File: src/rtl/spram256x8_ctrl_if.sv
// Request/response bundle between a requester and the SPRAM256X8 front-end.
// Latency: none, wires only.
// Backpressure: req_ready throttles requests; the rsp side has no backpressure.
interface spram256x8_ctrl_if;
   logic       req_valid;
   logic       req_ready;
   logic       req_we;
   logic [7:0] req_addr;
   logic [7:0] req_wdata;
   logic       rsp_valid;
   logic [7:0] rsp_rdata;

   modport master (
      output req_valid, req_we, req_addr, req_wdata,
      input  req_ready, rsp_valid, rsp_rdata
   );

   modport slave (
      input  req_valid, req_we, req_addr, req_wdata,
      output req_ready, rsp_valid, rsp_rdata
   );
endinterface

File: src/rtl/spram256x8_ctrl.sv
// Sole driver of the SPRAM256X8 pins: holds the RAM idle through the power-up window, then issues one op per clock.
// Latency: read data returns as a one-cycle rsp_valid pulse 2 clocks after the accept edge; writes produce no response.
// Backpressure: req_ready is low until RUN, then always high; rsp has no backpressure. SPRAM_CLEAR_EN adds a zero-fill pass before RUN.
module spram256x8_ctrl #(
   parameter int INIT_CYCLES = 200,
   parameter int CNT_W       = $clog2(INIT_CYCLES + 1)
) (
   input  logic                 CLK,
   input  logic                 RST_N,
   spram256x8_ctrl_if.slave     bus,
   output logic                 init_done,
   output logic [7:0]           ram_D,
   output logic [7:0]           ram_ADR,
   output logic                 ram_ENB,
   output logic                 ram_WEB,
   output logic                 ram_OEB,
   input  logic [7:0]           ram_Q
);

   typedef enum logic [1:0] {ST_INIT, ST_CLEAR, ST_RUN} state_t;

   state_t           state, state_nxt;
   logic [CNT_W-1:0] cnt, cnt_nxt;
   logic [1:0]       rd_pend;
   logic             accept;
   logic             rd_acc;
`ifdef SPRAM_CLEAR_EN
   logic [7:0]       clr_addr, clr_addr_nxt;
`endif

   assign bus.req_ready = (state == ST_RUN);
   assign init_done     = (state == ST_RUN);
   assign accept        = bus.req_valid & bus.req_ready;
   assign rd_acc        = accept & ~bus.req_we;

   // State, quiet-window counter and clear address registers.
   always_ff @(posedge CLK) begin
      if (!RST_N) begin
         state    <= ST_INIT;
         cnt      <= '0;
`ifdef SPRAM_CLEAR_EN
         clr_addr <= '0;
`endif
      end else begin
         state    <= state_nxt;
         cnt      <= cnt_nxt;
`ifdef SPRAM_CLEAR_EN
         clr_addr <= clr_addr_nxt;
`endif
      end
   end

   // Next-state: count out the quiet window, optionally zero-fill, then stay in RUN.
   always_comb begin
      state_nxt = state;
      cnt_nxt   = cnt;
`ifdef SPRAM_CLEAR_EN
      clr_addr_nxt = clr_addr;
`endif
      case (state)
         ST_INIT: begin
            if (cnt == CNT_W'(INIT_CYCLES - 1)) begin
`ifdef SPRAM_CLEAR_EN
               state_nxt = ST_CLEAR;
`else
               state_nxt = ST_RUN;
`endif
            end else begin
               cnt_nxt = cnt + CNT_W'(1);
            end
         end
         ST_CLEAR: begin
`ifdef SPRAM_CLEAR_EN
            clr_addr_nxt = clr_addr + 8'd1;
            if (clr_addr == 8'hFF) state_nxt = ST_RUN;
`else
            state_nxt = ST_INIT;
`endif
         end
         default: ;
      endcase
   end

   // RAM pin registers: ENB/WEB pulse low for one cycle per op, ADR/D hold otherwise.
   always_ff @(posedge CLK) begin
      if (!RST_N) begin
         ram_ENB <= 1'b1;
         ram_WEB <= 1'b1;
         ram_OEB <= 1'b1;
         ram_ADR <= '0;
         ram_D   <= '0;
      end else begin
         ram_ENB <= 1'b1;
         ram_WEB <= 1'b1;
         ram_OEB <= (state != ST_RUN);
`ifdef SPRAM_CLEAR_EN
         if (state == ST_CLEAR) begin
            ram_ENB <= 1'b0;
            ram_WEB <= 1'b0;
            ram_ADR <= clr_addr;
            ram_D   <= 8'h00;
         end else
`endif
         if (accept) begin
            ram_ENB <= 1'b0;
            ram_WEB <= ~bus.req_we;
            ram_ADR <= bus.req_addr;
            ram_D   <= bus.req_wdata;
         end
      end
   end

   // Read tracking: stage 0 = pins driven, stage 1 = Q valid; capture Q on the next edge.
   always_ff @(posedge CLK) begin
      if (!RST_N) begin
         rd_pend       <= '0;
         bus.rsp_valid <= 1'b0;
         bus.rsp_rdata <= '0;
      end else begin
         rd_pend       <= {rd_pend[0], rd_acc};
         bus.rsp_valid <= rd_pend[1];
         if (rd_pend[1]) bus.rsp_rdata <= ram_Q;
      end
   end

endmodule

File: src/flat_wrapper.sv
// flat-port wrapper written by rule: the top's interface ports become plain ports
module spram256x8_ctrl_flat 
#(
   parameter int INIT_CYCLES = 200,
   parameter int CNT_W       = $clog2(INIT_CYCLES + 1)
)
  (CLK, RST_N, init_done, ram_D, ram_ADR, ram_ENB, ram_WEB, ram_OEB, ram_Q, bus_req_valid, bus_req_we, bus_req_addr, bus_req_wdata, bus_req_ready, bus_rsp_valid, bus_rsp_rdata);
  spram256x8_ctrl_if bus_i ();
  input  logic CLK;
  input  logic RST_N;
  output logic init_done;
  output logic [7:0] ram_D;
  output logic [7:0] ram_ADR;
  output logic ram_ENB;
  output logic ram_WEB;
  output logic ram_OEB;
  input  logic [7:0] ram_Q;
  input wire logic [$bits(bus_i.req_valid)-1:0] bus_req_valid;
  input wire logic [$bits(bus_i.req_we)-1:0] bus_req_we;
  input wire logic [$bits(bus_i.req_addr)-1:0] bus_req_addr;
  input wire logic [$bits(bus_i.req_wdata)-1:0] bus_req_wdata;
  output wire logic [$bits(bus_i.req_ready)-1:0] bus_req_ready;
  output wire logic [$bits(bus_i.rsp_valid)-1:0] bus_rsp_valid;
  output wire logic [$bits(bus_i.rsp_rdata)-1:0] bus_rsp_rdata;
  assign bus_i.req_valid = bus_req_valid;
  assign bus_i.req_we = bus_req_we;
  assign bus_i.req_addr = bus_req_addr;
  assign bus_i.req_wdata = bus_req_wdata;
  assign bus_req_ready = bus_i.req_ready;
  assign bus_rsp_valid = bus_i.rsp_valid;
  assign bus_rsp_rdata = bus_i.rsp_rdata;
  spram256x8_ctrl #(.INIT_CYCLES(INIT_CYCLES), .CNT_W(CNT_W)) u_core (.CLK(CLK), .RST_N(RST_N), .bus(bus_i), .init_done(init_done), .ram_D(ram_D), .ram_ADR(ram_ADR), .ram_ENB(ram_ENB), .ram_WEB(ram_WEB), .ram_OEB(ram_OEB), .ram_Q(ram_Q));
endmodule
File: config.mk
export PLATFORM = sky130hd
export DESIGN_NAME = spram256x8_ctrl_flat
export DESIGN_NICKNAME = d
export VERILOG_FILES = /design/src/rtl/spram256x8_ctrl_if.sv /design/src/rtl/spram256x8_ctrl.sv /design/src/flat_wrapper.sv
export SDC_FILE = /design/constraint.sdc
export NUM_CORES = 1
export LEC_CHECK = 0
export ABC_CLOCK_PERIOD_IN_PS = 1950
export BUFFER_PORTS_ARGS = -buffer_cell sky130_fd_sc_hd__buf_2
export CAP_MARGIN = 25
export CELL_PAD_IN_SITES_DETAIL_PLACEMENT = 0
export CELL_PAD_IN_SITES_GLOBAL_PLACEMENT = 1
export CORE_ASPECT_RATIO = 1.1
export CORE_MARGIN = 8
export CORE_UTILIZATION = 34
export DETAILED_ROUTE_END_ITERATION = 6
export PLACE_DENSITY = 0.76
export SETUP_SLACK_MARGIN = 0.2
export SLEW_MARGIN = 10
export SYNTH_ARGS = -nofsm -noshare
export SYNTH_HDL_FRONTEND = slang
export SYNTH_SLANG_ARGS = --single-unit
export TNS_END_PERCENT = 10
File: constraint.sdc
create_clock -name CLK -period 1.95 [get_ports CLK]
set_input_delay 0.39 -clock CLK [delete_from_list [all_inputs] [get_ports CLK]]
set_output_delay 0.39 -clock CLK [all_outputs]
set_load 0.01 [all_outputs]
== Yosys cells after proc, flatten, opt, wreduce, memory -nomap -nowiden ==
Cells that the tools add are included.
Widths: inputs -> output; s select.

* Equality and inequality tests: 5
* Muxes and demuxes: 3
* Reduce and logical (&&, ||, !) cells: 5
* Add/subtract/negate cells: 1
* Bitwise logic cells: 4

{| class="wikitable"
|+ Operators with widths
! cell !! number
|-
| $add 8x1->8 const B || 1
|-
| $eq 8x8->1 const B || 1
|-
| $reduce_and 2->1 || 3
|-
| $pmux 2 s2 || 1
|-
| $and 1x1->1 || 2
|-
| $eq 2x1->1 const B || 1
|-
| $eq 2x2->1 const B || 1
|-
| $logic_not 2->1 || 1
|-
| $mux 2 || 1
|-
| $ne 2x1->1 const B || 1
|-
| $ne 2x2->1 const B || 1
|-
| $not 1->1 || 2
|-
| $reduce_bool 2->1 || 1
|-
| $mux 1 || 1
|}

* Output and inout bits: 30
* Input port bits: 28
* Register bits after elaboration: 40

== Logic depth before layout (Yosys ltp) ==
Gate-level depths: netlist (run 1).

* Depth after elaboration: 3
* Depth in mapped cells: 6
* Gate-level depth less buffers: 4

== Least setup slack after synthesis (run 1) ==
No wires, ideal clock.

* Path kind: register to register
* Start point: reg u_core.cnt[0]
* End point: reg u_core.cnt[0]
* Arrival time: 1.297 ns
* Cell stages (with the launch flop): 5
* Data required time: 1.878 ns
* Slack: 0.581 ns
* Buffers on the path: 0
* Setup time: 0.072 ns
* Cells stage by stage: dfxtp_1 ha_1 and4bb_2 a31oi_1 mux2i_1

* Cells in the longest elaborated chain, start to end: 3

{| class="wikitable"
|+ RTL lines
! what !! RTL line !! RTL
|-
| start, declared || spram256x8_ctrl.sv:23 || <nowiki>logic [CNT_W-1:0] cnt, cnt_nxt;</nowiki>
|-
| start signal, assigned || spram256x8_ctrl.sv:46 || <nowiki>cnt <= cnt_nxt;</nowiki>
|-
| parallel branches: the longest is 3 deep, another holds $add 8x1->8 || -- ||
|}

Several ways; the timed one is not identified.
A chain may end at the register's enable or synchronous reset.

== Worst setup path after layout (run 1) ==
* Start point: reg u_core.cnt[0]
* End point: reg u_core.cnt[1]

The elaborated chain is that of the path after synthesis.

==> results of run 1 <==
## synth_stat cells (2+ instances only)
cell / count
clkbuf_1: 2
nand3_1: 2
inv_1: 3
a22o_1: 16
nand2_1: 7
mux2i_1: 10
a31oi_1: 2
buf_2: 4
a21oi_1: 4
dfxtp_1: 39
nor2b_1: 2
or3_1: 2
and2_1: 2
nor2_1: 11
o21ai_0: 3
## where the power goes
part | internal (mW) | switching [mW]
Clock | 0.244 | 0.264
Combinational | 0.0277 | 0.0259
Sequential | 0.801 | 0.00773
Total | 1.07 | 0.297
## state kept, by name (all words and copies together) (netlist names)
register and count:
u_core.rd_pend 2, u_core.ram_OEB 1, u_core.ram_D 8, u_core.bus.rsp_rdata 8, u_core.bus.rsp_valid 1, u_core.state 1, u_core.ram_ENB 1, u_core.ram_ADR 8
u_core.ram_WEB 1, u_core.cnt 8
## layout make-up
type / count / area (um2) / share of cell area [%]
clock buffers: 5 / 68.82 / 3.917
repair buffers: 58 / 292.8 / 16.67
well taps: 52 / 65.06 / 3.704
multi-input cells: 73 / 523.0 / 29.77
flip-flops and latches: 39 / 780.7 / 44.44
clock inverters: 3 / 15.01 / 0.8547
inverters: 3 / 11.26 / 0.6410
## kinds of logic (layout without fill, tap and decap cells)
group                    after synthesis  in the layout  share of synthesized area, %
flip-flops                            39             39                         57.83
adder cells (fa/ha/maj)                1              1                        0.9266
AO/OA/AOI/OAI                         28             28                         15.85
AND/OR/NAND/NOR                       33             33                         13.90
buffers and inverters                 10             69                         3.430
multiplexers                          10             10                         7.415
XOR/XNOR                               1              1                        0.6489
## metrics by stage
stage	area [um2]	setup slack, ns	hold WS (ns)
after global routing	1757	0.3072	0.2644
after floorplan	1350	0.5813	0.4119
after global placement	1673	0.4653	0.4244
after CTS	1757	0.4018	0.2674
after detailed placement	1673	0.4315	0.4368
final	1757	0.4138	0.2718
## worst max-delay path, stage by stage, from the launching register on
cell      delay, ns
dfxtp_1        0.35
ha_1           0.25
and4bb_2       0.25
a31oi_1        0.37
mux2i_1        0.24
## path summary, 6_finish.rpt
kind	cells after the start	endpoint	slack, ns	startpoint
setup / recovery	4	u_core.cnt[1]	0.41	u_core.cnt[0]
hold / removal	2	u_core.ram_WEB	0.27	bus_req_we
setup reg to reg	4	u_core.cnt[1]	0.41	u_core.cnt[0]
hold reg to reg	1	u_core.rd_pend[1]	0.45	u_core.rd_pend[0]
## per-layer routing
metal	part of all wire, %	vias up	wire length [um]
li1	-	548	-
met1	41	476	1250
met2	47	46	1451
met3	11	4	341
met4	1.2	0	36
met5	0	-	0
==> qor.yml, run 1 <==
placed_design:
  gp_congestion: 0.6944
  port_buffers: 57
  hpwl_um: 2349
  place_inst: 225
drt:
  post_drt_via_cell_ratio: 4.609
  remaining_drc_errors: 0
  first_pass_iters: 4
  wire_per_inst_um: 13.22
  vias: 1074
  drt_wl_total_um: 3080
  ant_nets: 0
  first_iter_violations: 40
finish:
  fin_util_pct: 45.00
  finalNonFillerCells: 233
  fin_nets: 209
  syn_to_final_growth_pct: 30.12
  layout_common_cells: "buf_2 (57), dfxtp_1 (39), a22o_1 (16), nor2_1 (11), mux2i_1 (10)"
  diodes: 0
  final_common_cell: "buf_2"
  drive_gt1_share_pct: 38.12
  fillCellCount: 388
yosys:
  synth_seq_cells: 39
  yosysUniqueCellTypes: 28
  synth_edf_count: 0
  syn-num-nets: 151
  async_flop_share_pct: 0
  yosys.area.top_type: "dfxtp_1"
  ys_top_cells_by_area: "dfxtp_1 (58%), a22o_1 (10%), mux2i_1 (7.4%)"
  synth_flop_cell: "dfxtp_1"
  synth_area_per_cell_um2: 11.07
  netlist_area_mm2: 0.001350
  ys_seq_area_share_pct: 57.83
  yosysWarnings: 0
  syn_inst: 122
  synth_top_area_share_pct: 57.83
global_route:
  busiest_layer: "met2"
  grt_max_degree: 19
  gr-usage-met2_pct: 17.05
  use_met1_pct: 9.640
  grt_pass1_vias: 1173
  grt_overflow_total: 0
  antenna_found_initial: 0
  grt_pass1_wl_um: 5043
  use_met3_pct: 7.468
  gr-usage-all-layers_pct: 10.22
clocking:
  numCtsBuffers: 5
  clk_path_buf_depth: 2
  cts_resized: 0
  clk_latency_ns: 0.29
  root_buffer: "clkbuf_8"
  clk_pin_slew_ns: 0.07
  cts_tree: "done"
  cts_setup_buffers: 0
  clkSinkCount: 39
  htreeDepth: 2
  holdBufCountCts: 0
timing:
  fmax_mhz: 650.9
  slew_headroom_pct: 54.87
  rsz0062_at_grt: "false"
  hold_viol: 0
  setup_tns_ns: 0
  timing.final.crit_period_ns: 1.536
  finalCritPeriodShare_pct: 78.78
  worst_pin_slew_ns: 0.6770
  drv_slew: 0
  skew_ns: 0.003553
  setup_violations: 0
die:
  num_io_pins: 58
  row_count: 24
  die_h_um: 82.09
  initial_utilization_pct: 34.58
  die-area_mm2: 0.006245
  dieWidth_um: 76.08
  coreArea_mm2: 0.003904
setup_path:
  start_kind: "flip-flop"
  arrival_ns: 1.75
  critical_path_class: "flip-flop to flip-flop"
  cp_max_fo: 4
  end_kind: "flip-flop"
  critPathRequiredTime_ns: 2.16
hold_path:
  min_path_type: "input port to flip-flop"
power:
  fin_total_pwr_mw: 1.371
  vdd_drop_max_v: 0.0003917
  power_leakage_nw: 0.8329
  power_density_mw_per_mm2: 780.3
flow_run:
  max_cap_violations: 0
run_status:
  outcome: "completed"
No activity file was read; power rests on OpenSTA's default activity.
==> inputs of run 2 (changes only) <==
ABC_CLOCK_PERIOD_IN_PS = 1300   (was 1950)
CORE_UTILIZATION = 31   (was 34)
PLACE_DENSITY = 0.73   (was 0.76)
clock period = 1.3 ns   (was 1.95 ns; I/O delays follow)
==> run 2 against run 1 <==
  * Combinational power up 87%
  * Sequential share of layout area decreased by 3.8 points
  * Global-route usage decreased by 0.29 points
  * Non-clock buffer count grew 9
  * Largest cell class unchanged
  * Clock power is 56% higher
  * Count of clock-buffer cells in the layout is the same
  * Wire length up 5.0%
  * Sequential power grew 50%
  * Largest power group unchanged
  * Critical path type unchanged
  * Worst hold slack worse by 0.14 ns
  * Critical path depth unchanged
==> qor.yml, run 2 (same netlist as run 1, synthesis figures left out) <==
finish:
  layout_common_cells: "buf_2 (55), dfxtp_1 (34), a22o_1 (16), nor2_1 (11), mux2i_1 (10)"
  final_common_cell: "buf_2"
  fillCellCount: 429
  multi_input_area_um2: 570.5
  final_area_mm2: 0.001954
  syn_to_final_growth_pct: 44.76
  diodes: 0
  fin_util_pct: 45.94
  drive_gt1_share_pct: 46.32
  seq_area_um2: 794.5
  fin_nets: 218
hold_path:
  min-delay-start: "bus_req_we"
  min_path_type: "input port to flip-flop"
  holdPathEnd: "u_core.rd_pend[0]"
  hold_depth: 2
setup_path:
  ff2ff_path_depth: 4
  critPathRequiredTime_ns: 1.52
  r2r_start: "u_core.cnt[0]"
  cp_max_fo: 4
  start_kind: "flip-flop"
  r2r_setup_slack_ns: 0.06
  arrival_ns: 1.45
  reg2reg_to: "u_core.cnt[3]"
  end_kind: "flip-flop"
  critical_path_class: "flip-flop to flip-flop"
die:
  row_count: 25
  coreArea_mm2: 0.004254
  die-area_mm2: 0.006725
  num_io_pins: 58
  dieWidth_um: 78.92
  die_h_um: 85.22
  initial_utilization_pct: 31.74
drt:
  wire_per_inst_um: 13.26
  ant_nets: 0
  post_drt_via_cell_ratio: 4.668
  first_pass_iters: 4
  drt_wl_total_um: 3235
  vias: 1139
  first_iter_violations: 28
  remaining_drc_errors: 0
global_route:
  antenna_found_initial: 0
  grt_pass1_wl_um: 5395
  busiest_layer: "met2"
  use_met1_pct: 10.15
  grt_overflow_total: 0
  grt_pass1_vias: 1217
  use_met3_pct: 5.814
  gr-usage-all-layers_pct: 9.930
  grt_max_degree: 19
  gr-usage-met2_pct: 16.14
clocking:
  cts_tree: "done"
  htreeDepth: 2
  clk_pin_slew_ns: 0.08
  clkSinkCount: 39
  root_buffer: "clkbuf_8"
  numCtsBuffers: 5
  clk_latency_ns: 0.29
  clk_path_buf_depth: 2
placed_design:
  port_buffers: 57
  hpwl_um: 2426
  gp_congestion: 0.7163
  place_area_mm2: 0.001754
power:
  power_density_mw_per_mm2: 1077
  power_leakage_nw: 0.8928
  vdd_drop_max_v: 0.0007427
  fin_total_pwr_mw: 2.105
run_status:
  outcome: "completed"
timing:
  rsz0062_at_grt: "true"
  hold_viol: 0
  setup_violations: 0
  worst_pin_slew_ns: 0.4676
  fmax_mhz: 807.8
  finalCritPeriodShare_pct: 95.22
  skew_ns: 0.003039
  drv_slew: 0
  timing.final.crit_period_ns: 1.238
  fin_hold_ws_ns: 0.1361
  setup_tns_ns: 0
  slew_headroom_pct: 68.79
flow_run:
  max_cap_violations: 0
run 2: changes by cell type in the layout (fill, tap and decap cells not counted), sizes merged:
| cell | before | now |
|---|---|---|
| clkinv | 3 | 1 |
| buf | 58 | 66 |
| clkbuf | 5 | 6 |
| clkinvlp | 0 | 1 |
| inv | 3 | 4 |
run 2: critical path, cell delays in order, from the launching register on:
cell and delay [ns]:
dfxtp_4 0.37, ha_4 0.16, and4bb_2 0.25, a311o_1 0.26, a21oi_1 0.13
run 2: worst max path at each step:
stage / cells past startpoint / slack (ns) / end / startpoint
after floorplan: 3 / 0.1 / u_core.cnt[7] / u_core.state[1]
after global placement: 3 / 0.07 / u_core.cnt[7] / u_core.state[1]
after detailed placement: 4 / 0.03 / u_core.ram_ADR[7] / RST_N
after CTS: 2 / 0.04 / u_core.ram_ADR[4] / u_core.state[1]
after global routing: 4 / -0.005 / u_core.cnt[0] / u_core.cnt[0]
final: 4 / 0.06 / u_core.cnt[3] / u_core.cnt[0]
run 2: power breakdown:
group	total (mW)	leakage (nW)	switching (mW)	internal, mW
registers	1.21	0.318	0.0127	1.20
clock network	0.791	0.0445	0.417	0.374
logic	0.100	0.531	0.0453	0.0551
run 2: through the flow:
step | std cells | setup slack [ns]
3_3_place_gp | 231 | 0.06793
2_1_floorplan | 122 | 0.09824
6_report | 244 | 0.06214
3_5_place_dp | 231 | 0.02799
5_1_grt | 244 | -0.005407
4_1_cts | 240 | 0.03802
run 2: per-layer routing:
metal / share of wire [%] / up-vias
met5: 0 / -
met4: 1.4 / 0
met3: 10 / 5
met2: 46 / 45
met1: 42 / 523
li1: - / 566
run 2: final cells by class:
| type | instances | area share, % |
|---|---|---|
| sequential | 39 | 40.65 |
| clock buffer | 5 | 3.521 |
| timing repair buffer | 67 | 21.64 |
| inverter | 3 | 0.5762 |
| tap | 54 | 3.457 |
| clock inverter | 3 | 0.9603 |
| multi-input combinational | 73 | 29.19 |
run 2: timing repair:
action                     in CTS  in global routing
gates resized for setup         0                 11
hold buffers                    0                  0
setup endpoints to repair      26                 26
pin swaps                       0                 13
cloned                          0                  1
buffers inserted                1                  3
==> inputs of run 3 (changes only) <==
REMOVE_ABC_BUFFERS = 1   (was not set)
==> run 3 against run 2 <==
  * Non-clock buffer count decreased by 2
  * Register-to-register slack got worse by 0.07 ns
  * Combinational power increased by 5%
  * Final area decreased by 2.5%
  * Worst hold slack improved by 0.0015 ns
  * First-iteration DRC count increased by 110%
  * Sequential power about the same
  * Maximum frequency decreased by 5.1%
  * The flow now finishes with violations (setup timing)
  * Worst setup slack got worse by 0.067 ns
==> qor.yml, run 3 (same netlist as run 1, synthesis figures left out) <==
clocking:
  clk_path_buf_depth: 2
  clkSinkCount: 39
  clk_pin_slew_ns: 0.08
  htreeDepth: 2
  numCtsBuffers: 5
  cts_tree: "done"
  root_buffer: "clkbuf_8"
  clk_latency_ns: 0.28
  holdBufCountCts: 0
placed_design:
  hpwl_um: 2462
  place_area_mm2: 0.001728
  port_buffers: 57
  place_ws_ns: -0.01847
  gp_congestion: 0.7883
power:
  p_int_mw: 1.829
  pwr-share-comb_pct: 4.6
  vdd_drop_max_v: 0.0006283
  power_leakage_nw: 0.8859
  fin_total_pwr_mw: 2.314
  power_density_mw_per_mm2: 1214
  pwr-share-seq_pct: 52.4
  clkPwrFrac_pct: 43.0
  netSwitchingFraction_pct: 20.95
  p_sw_uw: 484.6
die:
  die-area_mm2: 0.006725
  initial_utilization_pct: 31.74
  die_h_um: 85.22
  num_io_pins: 58
  row_count: 25
  dieWidth_um: 78.92
  coreArea_mm2: 0.004254
setup_path:
  critPathMaxStageDelay_ns: 0.35
  critical_path_class: "flip-flop to flip-flop"
  cp_cell_sequence: "ha_4 > and4bb_2 > a31oi_1 > buf_4 > mux2i_1"
  cpLargestDelayFamily: "flip-flops"
  start_kind: "flip-flop"
  arrival_ns: 1.51
  path_buf_inv: 1
  critical_path.slowest_cell: "dfxtp_2"
  critPathRequiredTime_ns: 1.51
  cp_max_fo: 3
  end_kind: "flip-flop"
global_route:
  antenna_found_initial: 0
  grt_max_degree: 19
  grt_pass1_vias: 1208
  gr-usage-all-layers_pct: 10.03
  grt_pass1_wl_um: 5416
  grt_overflow_total: 0
drt:
  wire_per_inst_um: 13.94
  drt_wl_total_um: 3374
  post_drt_via_cell_ratio: 4.707
  first_iter_violations: 59
  first_pass_iters: 4
  ant_nets: 0
  vias: 1139
  remaining_drc_errors: 0
run_status:
  failed_checks: "setup timing"
  outcome: "finished, violations left"
flow_run:
  max_cap_violations: 0
finish:
  syn_to_final_growth_pct: 41.15
  fin_util_pct: 44.79
  multi_input_area_um2: 563.0
  fillCellCount: 429
  fin_nets: 216
  drive_gt1_share_pct: 45.74
  final_area_mm2: 0.001906
  layout_common_cells: "buf_2 (55), dfxtp_1 (34), a22o_1 (16), nor2_1 (11), mux2i_1 (10)"
  diodes: 0
  final_common_cell: "buf_2"
  seq_area_um2: 789.5
timing:
  setup_violations: 1
  skew_ns: 0.002609
  fin_hold_ws_ns: 0.1376
  worst_pin_slew_ns: 0.4925
  hold_viol: 0
  slew_headroom_pct: 67.12
  fmax_mhz: 766.5
  timing.final.crit_period_ns: 1.305
  rsz0062_at_grt: "true"
  drv_slew: 0
  setup_slack_ns: -0.004573
  finalCritPeriodShare_pct: 100.4
hold_path:
  min_path_type: "input port to flip-flop"
run 3: cell types whose count changed in the layout (fill, tap and decap cells not counted), sizes merged:
cell and change:
clkinvlp -1, buf -1, bufinv +1, clkinv +1, clkbuf -1, inv -1
run 3: cell type report:
class / count / area share, %
clock inverter: 3 / 2.298
multi-input combinational: 73 / 29.55
inverter: 3 / 0.5909
sequential: 39 / 41.43
tap: 54 / 3.546
timing repair buffer: 65 / 18.98
clock buffer: 5 / 3.611
run 3: per-layer routing:
metal	up-vias	track usage, %	wire length [um]
met5	-	0	0
met4	0	4.047	65
met3	9	5.391	292
met2	54	16.29	1554
met1	514	10.57	1462
li1	562	-	-
run 3: path summary, 6_finish.rpt:
path,from,to,slack (ns),cells past startpoint
max,u_core.cnt[1],u_core.cnt[0],-0.005,5
min,bus_req_we,u_core.rd_pend[0],0.14,2
max reg2reg,u_core.cnt[1],u_core.cnt[0],-0.005,5
min reg2reg,u_core.rd_pend[0],u_core.rd_pend[1],0.44,1
run 3: per-stage QoR:
stage / setup TNS [ns] / cells
after floorplan: -0.1435 / 115
after global placement: 0 / 234
after detailed placement: -0.02698 / 234
after CTS: 0 / 242
after global routing: -0.1566 / 242
final: -0.004573 / 242
run 3: timing repair:
action | in CTS | in global routing
setup endpoints to repair | 27 | 31
pin swaps | 2 | 4
endpoints found under the hold margin | 0 | 0
setup buffers | 0 | 0
resized for setup | 5 | 13
run 3: power by group through the flow:
stage	registers [mW]	clock network, mW	logic, mW
after floorplan	1.24	0	0.0271
after global placement	1.24	0	0.0941
after detailed placement	1.24	0	0.0988
after CTS	1.21	1.03	0.101
after global routing	1.21	1.08	0.115
final	1.21	0.995	0.105
run 3: worst register-to-register path, cell delays in order, from the launching register on:
cell and delay, ns:
dfxtp_2 0.35, ha_4 0.16, and4bb_2 0.24, a31oi_1 0.15, buf_4 0.16, mux2i_1 0.18
